## src/rtl/video_timing_gen.sv

```systemverilog
// Parameterised video timing generator with optional test-pattern source.
// Define VTG_PATTERN_EN to build the pattern generator; otherwise rgb_out stays 000000.
module video_timing_gen #(
    parameter int H_ACTIVE = 1280,
    parameter int H_FP     = 110,
    parameter int H_SYNC   = 40,
    parameter int H_BP     = 220,
    parameter int V_ACTIVE = 720,
    parameter int V_FP     = 5,
    parameter int V_SYNC   = 5,
    parameter int V_BP     = 20,
    parameter bit HS_POL   = 1'b1,
    parameter bit VS_POL   = 1'b1
) (
    input  logic        clk,
    input  logic        rst,
    input  logic        en,
    input  logic [1:0]  pattern_sel,
    output logic [23:0] rgb_out,
    output logic        de_out,
    output logic        hs_out,
    output logic        vs_out,
    output logic [11:0] x_out,
    output logic [11:0] y_out,
    output logic        frame_start
);

    localparam logic [11:0] H_ACT        = 12'(H_ACTIVE);
    localparam logic [11:0] H_SYNC_START = 12'(H_ACTIVE + H_FP);
    localparam logic [11:0] H_SYNC_END   = 12'(H_ACTIVE + H_FP + H_SYNC);
    localparam logic [11:0] H_LAST       = 12'(H_ACTIVE + H_FP + H_SYNC + H_BP - 1);
    localparam logic [11:0] V_ACT        = 12'(V_ACTIVE);
    localparam logic [11:0] V_SYNC_START = 12'(V_ACTIVE + V_FP);
    localparam logic [11:0] V_SYNC_END   = 12'(V_ACTIVE + V_FP + V_SYNC);
    localparam logic [11:0] V_LAST       = 12'(V_ACTIVE + V_FP + V_SYNC + V_BP - 1);

    localparam logic [1:0] S_IDLE  = 2'd0;
    localparam logic [1:0] S_RUN   = 2'd1;
    localparam logic [1:0] S_DRAIN = 2'd2;

    logic [1:0]  r_state;
    logic [11:0] r_h;
    logic [11:0] r_v;

    logic w_running;
    logic w_hEnd;
    logic w_wrap;
    logic w_de;
    logic w_hsActive;
    logic w_vsActive;
    logic w_frameStart;

    assign w_running    = (r_state != S_IDLE);
    assign w_hEnd       = (r_h == H_LAST);
    assign w_wrap       = w_hEnd && (r_v == V_LAST);
    assign w_de         = (r_h < H_ACT) && (r_v < V_ACT);
    assign w_hsActive   = (r_h >= H_SYNC_START) && (r_h < H_SYNC_END);
    assign w_vsActive   = (r_v >= V_SYNC_START) && (r_v < V_SYNC_END);
    assign w_frameStart = (r_h == 12'd0) && (r_v == 12'd0);

    // Dropping en only ends output at a frame wrap, so frames are never truncated.
    always_ff @(posedge clk) begin
        if (rst) begin
            r_state <= S_IDLE;
            r_h     <= '0;
            r_v     <= '0;
        end else begin
            if (!w_running) begin
                r_state <= en ? S_RUN : S_IDLE;
            end else if (en) begin
                r_state <= S_RUN;
            end else begin
                r_state <= w_wrap ? S_IDLE : S_DRAIN;
            end

            if (!w_running) begin
                r_h <= '0;
                r_v <= '0;
            end else begin
                r_h <= w_hEnd ? 12'd0 : r_h + 12'd1;
                if (w_hEnd) begin
                    r_v <= (r_v == V_LAST) ? 12'd0 : r_v + 12'd1;
                end
            end
        end
    end

`ifdef VTG_PATTERN_EN
    localparam logic [11:0] BAR_W = 12'(H_ACTIVE / 8);

    logic [1:0]  r_pat;
    logic [1:0]  w_pat;
    logic [2:0]  w_barIdx;
    logic [23:0] w_rgb;

    // The selection seen at pixel (0,0) applies to that pixel and the rest of the frame.
    assign w_pat = w_frameStart ? pattern_sel : r_pat;

    always_ff @(posedge clk) begin
        if (rst) begin
            r_pat <= 2'd0;
        end else if (w_running && w_frameStart) begin
            r_pat <= pattern_sel;
        end
    end

    always_comb begin
        w_barIdx = 3'd0;
        for (int i = 1; i < 8; i++) begin
            if (r_h >= 12'(i * BAR_W)) begin
                w_barIdx = 3'(i);
            end
        end
    end

    always_comb begin
        w_rgb = 24'h000000;
        case (w_pat)
            2'd0: begin
                case (w_barIdx)
                    3'd0:    w_rgb = 24'hFFFFFF;
                    3'd1:    w_rgb = 24'hFFFF00;
                    3'd2:    w_rgb = 24'h00FFFF;
                    3'd3:    w_rgb = 24'h00FF00;
                    3'd4:    w_rgb = 24'hFF00FF;
                    3'd5:    w_rgb = 24'hFF0000;
                    3'd6:    w_rgb = 24'h0000FF;
                    default: w_rgb = 24'h000000;
                endcase
            end
            2'd1:    w_rgb = {r_h[7:0], r_h[7:0], r_h[7:0]};
            2'd2:    w_rgb = (r_h[5] ^ r_v[5]) ? 24'h000000 : 24'hFFFFFF;
            default: w_rgb = 24'h808080;
        endcase
    end
`else
    logic w_unused;
    assign w_unused = ^pattern_sel;
`endif

    always_ff @(posedge clk) begin
        if (rst || !w_running) begin
            rgb_out     <= '0;
            de_out      <= 1'b0;
            hs_out      <= ~HS_POL;
            vs_out      <= ~VS_POL;
            x_out       <= '0;
            y_out       <= '0;
            frame_start <= 1'b0;
        end else begin
`ifdef VTG_PATTERN_EN
            rgb_out     <= w_de ? w_rgb : 24'h000000;
`else
            rgb_out     <= '0;
`endif
            de_out      <= w_de;
            hs_out      <= w_hsActive ? HS_POL : ~HS_POL;
            vs_out      <= w_vsActive ? VS_POL : ~VS_POL;
            x_out       <= r_h;
            y_out       <= r_v;
            frame_start <= w_frameStart;
        end
    end

endmodule

```

## config.mk

```make
export PLATFORM = sky130hd
export DESIGN_NAME = video_timing_gen
export DESIGN_NICKNAME = d
export VERILOG_FILES = /design/src/rtl/video_timing_gen.sv
export SDC_FILE = /design/constraint.sdc
export NUM_CORES = 1
export LEC_CHECK = 0
export BUFFER_PORTS_ARGS = -buffer_cell sky130_fd_sc_hd__buf_2
export CELL_PAD_IN_SITES_DETAIL_PLACEMENT = 0
export CELL_PAD_IN_SITES_GLOBAL_PLACEMENT = 1
export CORE_MARGIN = 4
export CORE_UTILIZATION = 24
export DETAILED_ROUTE_END_ITERATION = 7
export GPL_ROUTABILITY_DRIVEN = 0
export GPL_TIMING_DRIVEN = 1
export MAX_ROUTING_LAYER = met4
export PLACE_DENSITY = 0.51
export SETUP_SLACK_MARGIN = 0.4
export SLEW_MARGIN = 20
export SYNTH_ARGS = -nofsm -noshare
export SYNTH_HDL_FRONTEND = slang
export SYNTH_SLANG_ARGS = --single-unit
```

## constraint.sdc

```tcl
create_clock -name clk -period 1.8 [get_ports clk]
set_input_delay 0 -clock clk [delete_from_list [all_inputs] [get_ports clk]]
set_output_delay 0 -clock clk [all_outputs]
set_load 0.01 [all_outputs]
```

**Yosys cells after proc, flatten, opt, wreduce, memory -nomap -nowiden**

Cells that the tools add are included.

- Logic and storage cells: 39
- ROM bits: 0
- Register bits: 54
- Latch bits: 0
- Memories: 0
- Bits in writable memories: 0
- Output and inout bits: 52

- Reductions and logical operators: 12
- $add $sub $neg: 2
- Multiply operators: 0
- Equality and inequality tests: 2
- Bitwise operators: 1
- Divide/modulo/power cells: 0
- Shift-type cells: 0
- Muxes and demuxes: 7
- $lt $le $gt $ge: 6

Operators with widths:

| kind | count |
|---|---|
| adder 12 x 1 -> 12 bit, second input constant | 2 |
| logical NOT 12 bit | 2 |
| less-than comparator 12 x 10 -> 1 bit, second input constant | 2 |
| less-than comparator 12 x 11 -> 1 bit, second input constant | 2 |
| == test 12 x 10 -> 1 bit, second input constant | 1 |
| == test 12 x 11 -> 1 bit, second input constant | 1 |
| >= comparator 12 x 10 -> 1 bit, second input constant | 1 |
| >= comparator 12 x 11 -> 1 bit, second input constant | 1 |
| two-way mux 12 bit | 1 |
| two-way mux 2 bit | 3 |
| logical AND 1 bit | 5 |
| two-way mux 1 bit | 3 |
| OR reduction 3 bit | 1 |
| nonzero test 2 bit | 1 |
| OR reduction 2 bit | 1 |
| logical NOT 1 bit | 1 |
| logical OR 1 bit | 1 |
| NOT 1 bit | 1 |

**Logic depth before layout (Yosys ltp)**

Gate-level depths: netlist (run 1).

- Word-level depth: 5
- Depth in mapped cells: 8

**Worst setup path after synthesis (run 1)**

OpenSTA, ideal clock, no wires.

- Path kind: register -> register
- Start point: register r_h[3]
- End point: register r_v[9]
- Clock period less this slack: 1.693 ns
- Arrival: 1.627 ns
- Setup time: 0.067 ns
- Buffers on the path: 2
- Required time: 1.733 ns
- Stages on the path, launching flop included: 7
- Path slack: 0.107 ns
- Cells stage by stage: dfxtp_1 -> buf_6 -> nor4_4 -> nand3_2 -> buf_6 -> or4_4 -> a21oi_2

- Cells in the longest elaborated chain, start to end: 1

Ends and longest elaborated chain:

| element | RTL line | text |
|---|---|---|
| start, declared | 42 | `logic [11:0] r_h;` |
| start signal, assigned | 80 | `r_h <= w_hEnd ? 12'd0 : r_h + 12'd1;` |
| == test 12 x 11 -> 1 bit | 54 | `assign w_hEnd = (r_h == H_LAST);` |
| end signal, assigned | 82 | `r_v <= (r_v == V_LAST) ? 12'd0 : r_v + 12'd1;` |
| end, declared | 43 | `logic [11:0] r_v;` |

No other way between the ends.
A chain may end at the register's enable or synchronous reset.

**Worst setup path in the final report (run 1)**

Same ends and word-level chain as after synthesis.

==> metrics.txt, run 1 <==
flip-flop and latch area=roughly 1100 um^2; commonest non-fill, non-tap cells in the layout=47 x dfxtp_1, 38 x buf_4, 30 x nor2_1, 30 x buf_2, 24 x conb_1; FILL cells=1053; final-report setup violation count=0; Synth Area in Compound Gates=between 6 and 7%; # rows=36; simple-gate area share of the yosys netlist=between 20% and 30%; CP peak stage delay=approximately 440 ps; Post-Syn Area=about 2400 um^2; sequential area share after synthesis=between 40 and 50%; ANT cells=0; die span in y=approximately 110 um; count of cell types in the netlist=47; IO Pins=57; crit-path cells=nor4_4 -> buf_4 -> nand3_4 -> or4_4 -> a21oi_2; clock latency at the later pin of the worst-skew pair=between 300 and 400 ps; Yosys reg bits=54; Core ar.=about 9800 um^2; fmax=625.5 MHz; startpoint types=register; worst vdd ir=between 200 and 250 uV; Arr. time, crit path=between 1500 and 2000 ps; critical path class=reg2reg; Die Width=108.1 um; pin count of the biggest net entering global routing=17; setup TNS=0 ps; number of global-route vias before repair=1932; Crit. End Element=register; Routed Antenna Nets=0; pwr/cell area=roughly 650 nW/um^2; initial antenna violation count=0; CTS Sinks=54; DR vias/cell=between 4 and 5; cell taking the most area after synthesis=dfxtp_1; input/output buffers=30; WP depth=5; worst hold path cell count=3; internal power=1.640 mW; FFs w/ async S/R, synth=0%; XOR/XNOR Fraction of Synth Area=between 4 and 5%; delay-heaviest family, CP=simple AND/OR/NAND/NOR gates; clock root buffer=clkbuf_8; Critical Path RT=just over 2000 ps; Routed WL=about 6000 um; die area=roughly 12000 um^2; synth warn=0; Max Cap Viol=0; DR iter-0 viols=73; gr usage total=a little over a tenth; max-slew violations=0; combinational family with the most area after synthesis=simple AND/OR/NAND/NOR gates; commonest non-fill, non-tap cell in the layout=dfxtp_1; drt wl/cell=12.89 um; Sw Ratio=~22%; CP Buf/Inv Count=1; fin crit period=1599 ps; Hold Crit Class=in2reg; RSZ-0062 raised after global routing=yes; top post-synthesis cells by area=dfxtp_1 45%, buf_4 7.5%, and2_1 4.7%; vias post-DR=around 1900; sw power=0.4730 mW; layout cells sized above 1=38.48%; Starting Density=approximately a quarter; Syn Area/Cell=between 9 and 10 um^2; post-synthesis mux area share=less than 1%; Post-synth EDFFs=0; Post-Synth Adder-Cell Area=about 3.6%; R2R depth=5; CTS Buf Count=5; Clock Tree Buf Depth=2; Yosys top cell area share=approximately 45%; drt first pass iters=4; crit path max fanout=8; Clock transition at path regs=about 90 ps; Final period util=roughly 89%; Post-DP HPWL=approximately 4300 um; final setup skew=11.04 ps; Logic pwr share=between 4 and 5%; DRC=0; area grow syn2layout=34.69%; Final Hold Viols=0; remaining global-route overflow=0; CP max-delay cell=or4_4; Leak=1.329 nW; status=finished, final reports clean; post-synthesis cell count=260; H-tree Lvls=2; multi-input logic area=between 1000 and 1500 um^2; Main synth FF type=dfxtp_1; worst hold slack=398.3 ps; register share of total power=around 57%; CTS tree=done; clock power share=about two fifths; NumNets Final=341; first-pass GRT wire length=between 9000 and 10000 um
registers in the layout, summed over array words and instances (netlist names):
name / flops
x_out: 12
r_h: 12
de_out: 1
r_v: 12
frame_start: 1
r_state: 2
hs_out: 1
vs_out: 1
y_out: 12
area by class of cell:
class                   instances  area share, %
inverters                       6         0.7722
repair buffers                 76          16.41
clock buffers                   5          2.124
multi-input cells             186          40.39
well taps                     133          5.135
clock inverters                 3          1.236
flip-flops and latches         54          33.94
per-stage QoR:
stage	std cells	worst slack (ps)	cell area [um^2]	utilization, %	total power, mW
2_1_floorplan	283	232.1	2564	-	1.320
3_3_place_gp	438	118.9	2831	28.97	1.306
3_5_place_dp	438	91.23	2831	28.97	1.307
4_1_cts	461	190.4	3129	32.01	2.149
5_1_grt	463	107.9	3241	33.15	2.216
6_report	463	201.3	3241	33.15	2.113
power by group through the flow:
stage,registers (mW),clock network [mW],logic [mW]
floorplan,1.23,0,0.0864
global placement,1.23,0,0.0734
detailed placement,1.23,0,0.0739
CTS,1.20,0.860,0.0886
global route,1.20,0.909,0.107
finish,1.20,0.818,0.0957
timing repair:
item,CTS,global route
hold buffers,2,0
setup endpoints to repair,27,27
resized for setup,18,24
buffers inserted,12,2
gates cloned,1,0
endpoints found under the hold margin,2,0
pin swaps,7,8
final timing paths:
kind           endpoint   start  slack (ps)
min          r_state[1]      en         400
min reg2reg      vs_out  r_v[5]         510
max              r_v[9]  r_h[3]         200
max reg2reg      r_v[9]  r_h[3]         200
cell families after synthesis:
| family | count (synthesis) |
|---|---|
| AOI/OAI and AO/OA | 25 |
| and+or+nand+nor | 116 |
| DFF | 54 |
| adders and majority gates | 7 |
| other | 1 |
| muxes | 1 |
| buffers and inverters | 43 |
| xor gates and xnor gates | 13 |
layer usage:
| metal | vias up | part of all wire [%] | global-route usage, % |
|---|---|---|---|
| met5 | - | 0 | - |
| met4 | 0 | 0.75 | 4.058 |
| met3 | 2 | 5.5 | 2.269 |
| met2 | 49 | 48 | 17.85 |
| met1 | 905 | 46 | 13.24 |
| li1 | 977 | - | - |
cells in the mapped netlist (2+ instances only):
cell and n:
a21oi_1 9, a31oi_1 2, and2_1 18, and4_1 2, and4_2 3, buf_2 4
buf_4 24, buf_6 3, clkbuf_1 6, dfxtp_1 54, ha_1 7, inv_1 6
nand2_1 13, nand3_1 12, nand4_1 9, nor2_1 30, nor2b_1 3, nor3_1 3
nor4_1 5, nor4b_1 3, o21ai_0 3, o31ai_1 3, or4_1 2, or4_4 2
xnor2_1 4, xor2_1 9
tightest hold or removal path: stages:
cell and delay, ps:
dlygate4sd3_1 520, buf_2 110, nor2_1 40
(Power assumes the default switching activity.)
==> run 2, diff against run 1 <==
- PLACE_DENSITY: 0.51 -> not set
- PLACE_DENSITY_LB_ADDON: not set -> 0.1
==> run 2 against run 1 <==
Net effect:
- wire length rose by 3.3%
- fmax rose by 0.52%
- worst hold slack got worse by 240 ps
- non-clock buffer count rose by 1
- flip-flop and latch count did not move
- final area rose by 0.46%
- sequential share of layout area fell by 0.19 points
- critical path depth rose by 2
- first-iteration DRC count fell by 37%
==> metrics.txt, run 2 (synthesis results as in run 1) <==
register share of total power=60.0% (+3.2 points); clock power share=35.0% (-3.7 points); Starting Density=24.62% (unchanged); crit-path cells=nor4_4 -> buf_4 -> buf_6 -> buf_6 -> and4_4 -> nand2_2 -> mux2i_1; NumNets Final=342 (+0.29%); Routed WL=6165 um (+3.3%); Post-DP HPWL=4487 um (+5.3%); DRC=0 (unchanged); Leak=1.320 nW (-0.72%); initial antenna violation count=0 (unchanged); setup TNS=0 ps (unchanged); Critical Path RT=2000 ps (-50 ps); clock latency at the later pin of the worst-skew pair=310 ps (about the same); dpl ws=149.2 ps (+57.94 ps); vias post-DR=1919 (-0.72%); first-pass GRT wire length=10060 um (+4.6%); remaining global-route overflow=0 (unchanged); die span in y=108.1 um (unchanged); # rows=36 (unchanged); drt first pass iters=4 (unchanged); DR iter-0 viols=46 (-37%); drt wl/cell=13.29 um (+3.1%); gr usage total=11.37% (+0.47 points); H-tree Lvls=2 (unchanged); Die Width=108.1 um (unchanged); crit path max fanout=3 (-5); CP peak stage delay=360 ps (-80 ps); Arr. time, crit path=1790 ps (-60 ps); CTS Buf Count=5 (unchanged); status=finished, final reports clean; dpl cell area=2867 um^2 (+1.2%); number of global-route vias before repair=1902 (-1.6%); worst hold slack=161.2 ps (-237.1 ps); Sw Ratio=24.47% (+2.1 points); area grow syn2layout=35.31%; die area=11690 um^2 (unchanged); Final Hold Viols=0 (unchanged); RSZ-0062 raised after global routing=yes; IO Pins=57 (unchanged); sw power=0.4899 mW (+3.6%); fin crit period=1590 ps (-8.279 ps); commonest non-fill, non-tap cells in the layout=46 x dfxtp_1, 38 x buf_4, 30 x buf_2, 29 x nor2_1, 24 x conb_1; DR vias/cell=4.136 (-0.94%); CP max-delay cell=nor4_4; Logic pwr share=5.0% (+0.5 points); fmax=628.8 MHz (+0.52%); FILL cells=1044 (-0.85%); multi-input logic area=1309 um^2 (unchanged); Clock Tree Buf Depth=2 (unchanged); max-slew violations=0 (unchanged); pwr/cell area=615.0 nW/um^2 (-5.7%); post-route insts no fill=464 (+0.22%); clock root buffer=clkbuf_8; worst vdd ir=294.8 uV (+30%); Core ar.=9774 um^2 (unchanged); Crit. End Element=register; final-report setup violation count=0 (unchanged); post-route cell area=3256 um^2 (+0.46%); CTS Sinks=54 (unchanged); Final period util=88.35% (-0.46 points); Cell Count Post-Placement=441 (+0.68%); internal power=1.512 mW (-7.8%); input/output buffers=30 (unchanged); commonest non-fill, non-tap cell in the layout=dfxtp_1; startpoint types=register; ANT cells=0 (unchanged); Hold Crit Class=in2reg; critical path class=reg2reg; Routed Antenna Nets=0 (unchanged); Final WS setup=209.6 ps (+8.279 ps); Max Cap Viol=0 (unchanged); pin count of the biggest net entering global routing=18 (+1); flip-flop and latch area=1099 um^2 (-0.11%); final setup skew=6.407 ps (-4.633 ps); Clock transition at path regs=100 ps (about the same); cell with the most instances on the worst path=buf_6; CTS tree=done; layout cells sized above 1=38.97% (+0.49 points)
[run 2: cell count changes in the layout (fill, tap and decap cells not counted), sizes merged]
cell      previous run  this run
bufinv               1         0
clkinvlp             0         1
bufbuf               0         1
[run 2: worst paths after layout]
kind / end / cells after the start / from / slack [ps]
hold reg to reg: r_h[0] / 1 / r_h[0] / 450
hold / removal: r_v[1] / 4 / rst / 160
setup reg to reg: r_v[10] / 7 / r_h[2] / 210
setup / recovery: r_v[10] / 7 / r_h[2] / 210
[run 2: per-layer routing]
| metal | global-route usage, % | wire, um | vias up |
|---|---|---|---|
| li1 | - | - | 975 |
| met1 | 14.77 | 2938 | 881 |
| met2 | 17.81 | 2776 | 55 |
| met3 | 2.328 | 341 | 8 |
| met4 | 3.607 | 108 | 0 |
| met5 | - | 0 | - |
[run 2: timing repair]
action	CTS	global route
pin swaps	12	5
setup buffers	10	2
gates cloned	1	0
endpoints found under the hold margin	2	0
gates resized for setup	28	15
hold buffers	2	0
endpoints found under the setup margin	26	28
[run 2: power groups by stage]
stage,combinational [mW],clock [mW],sequential (mW)
finish,0.101,0.700,1.20
global route,0.112,0.786,1.20
CTS,0.0956,0.739,1.20
detailed placement,0.0780,0,1.23
global placement,0.0780,0,1.23
floorplan,0.0864,0,1.23
[run 2: cell type report]
| cell class | count | share of cell area (%) |
|---|---|---|
| clock buffers | 5 | 2.114 |
| clock inverters | 3 | 0.6533 |
| inverters | 6 | 0.8455 |
| multi-input cells | 186 | 40.20 |
| flip-flops and latches | 54 | 33.74 |
| well taps | 133 | 5.111 |
| repair buffers | 77 | 17.33 |
[run 2: stage by stage]
stage | total power [mW] | utilization [%]
floorplan | 1.320 | -
global placement | 1.311 | 29.33
detailed placement | 1.311 | 29.33
CTS | 2.037 | 32.51
global route | 2.101 | 33.31
finish | 2.002 | 33.31
[run 2: critical path: cells and delay by family (launching register included)]
kind / cells / cell delay [ps]
simple gates: 3 / 670
flops: 1 / 350
buf+inv: 3 / 340
mux: 1 / 120
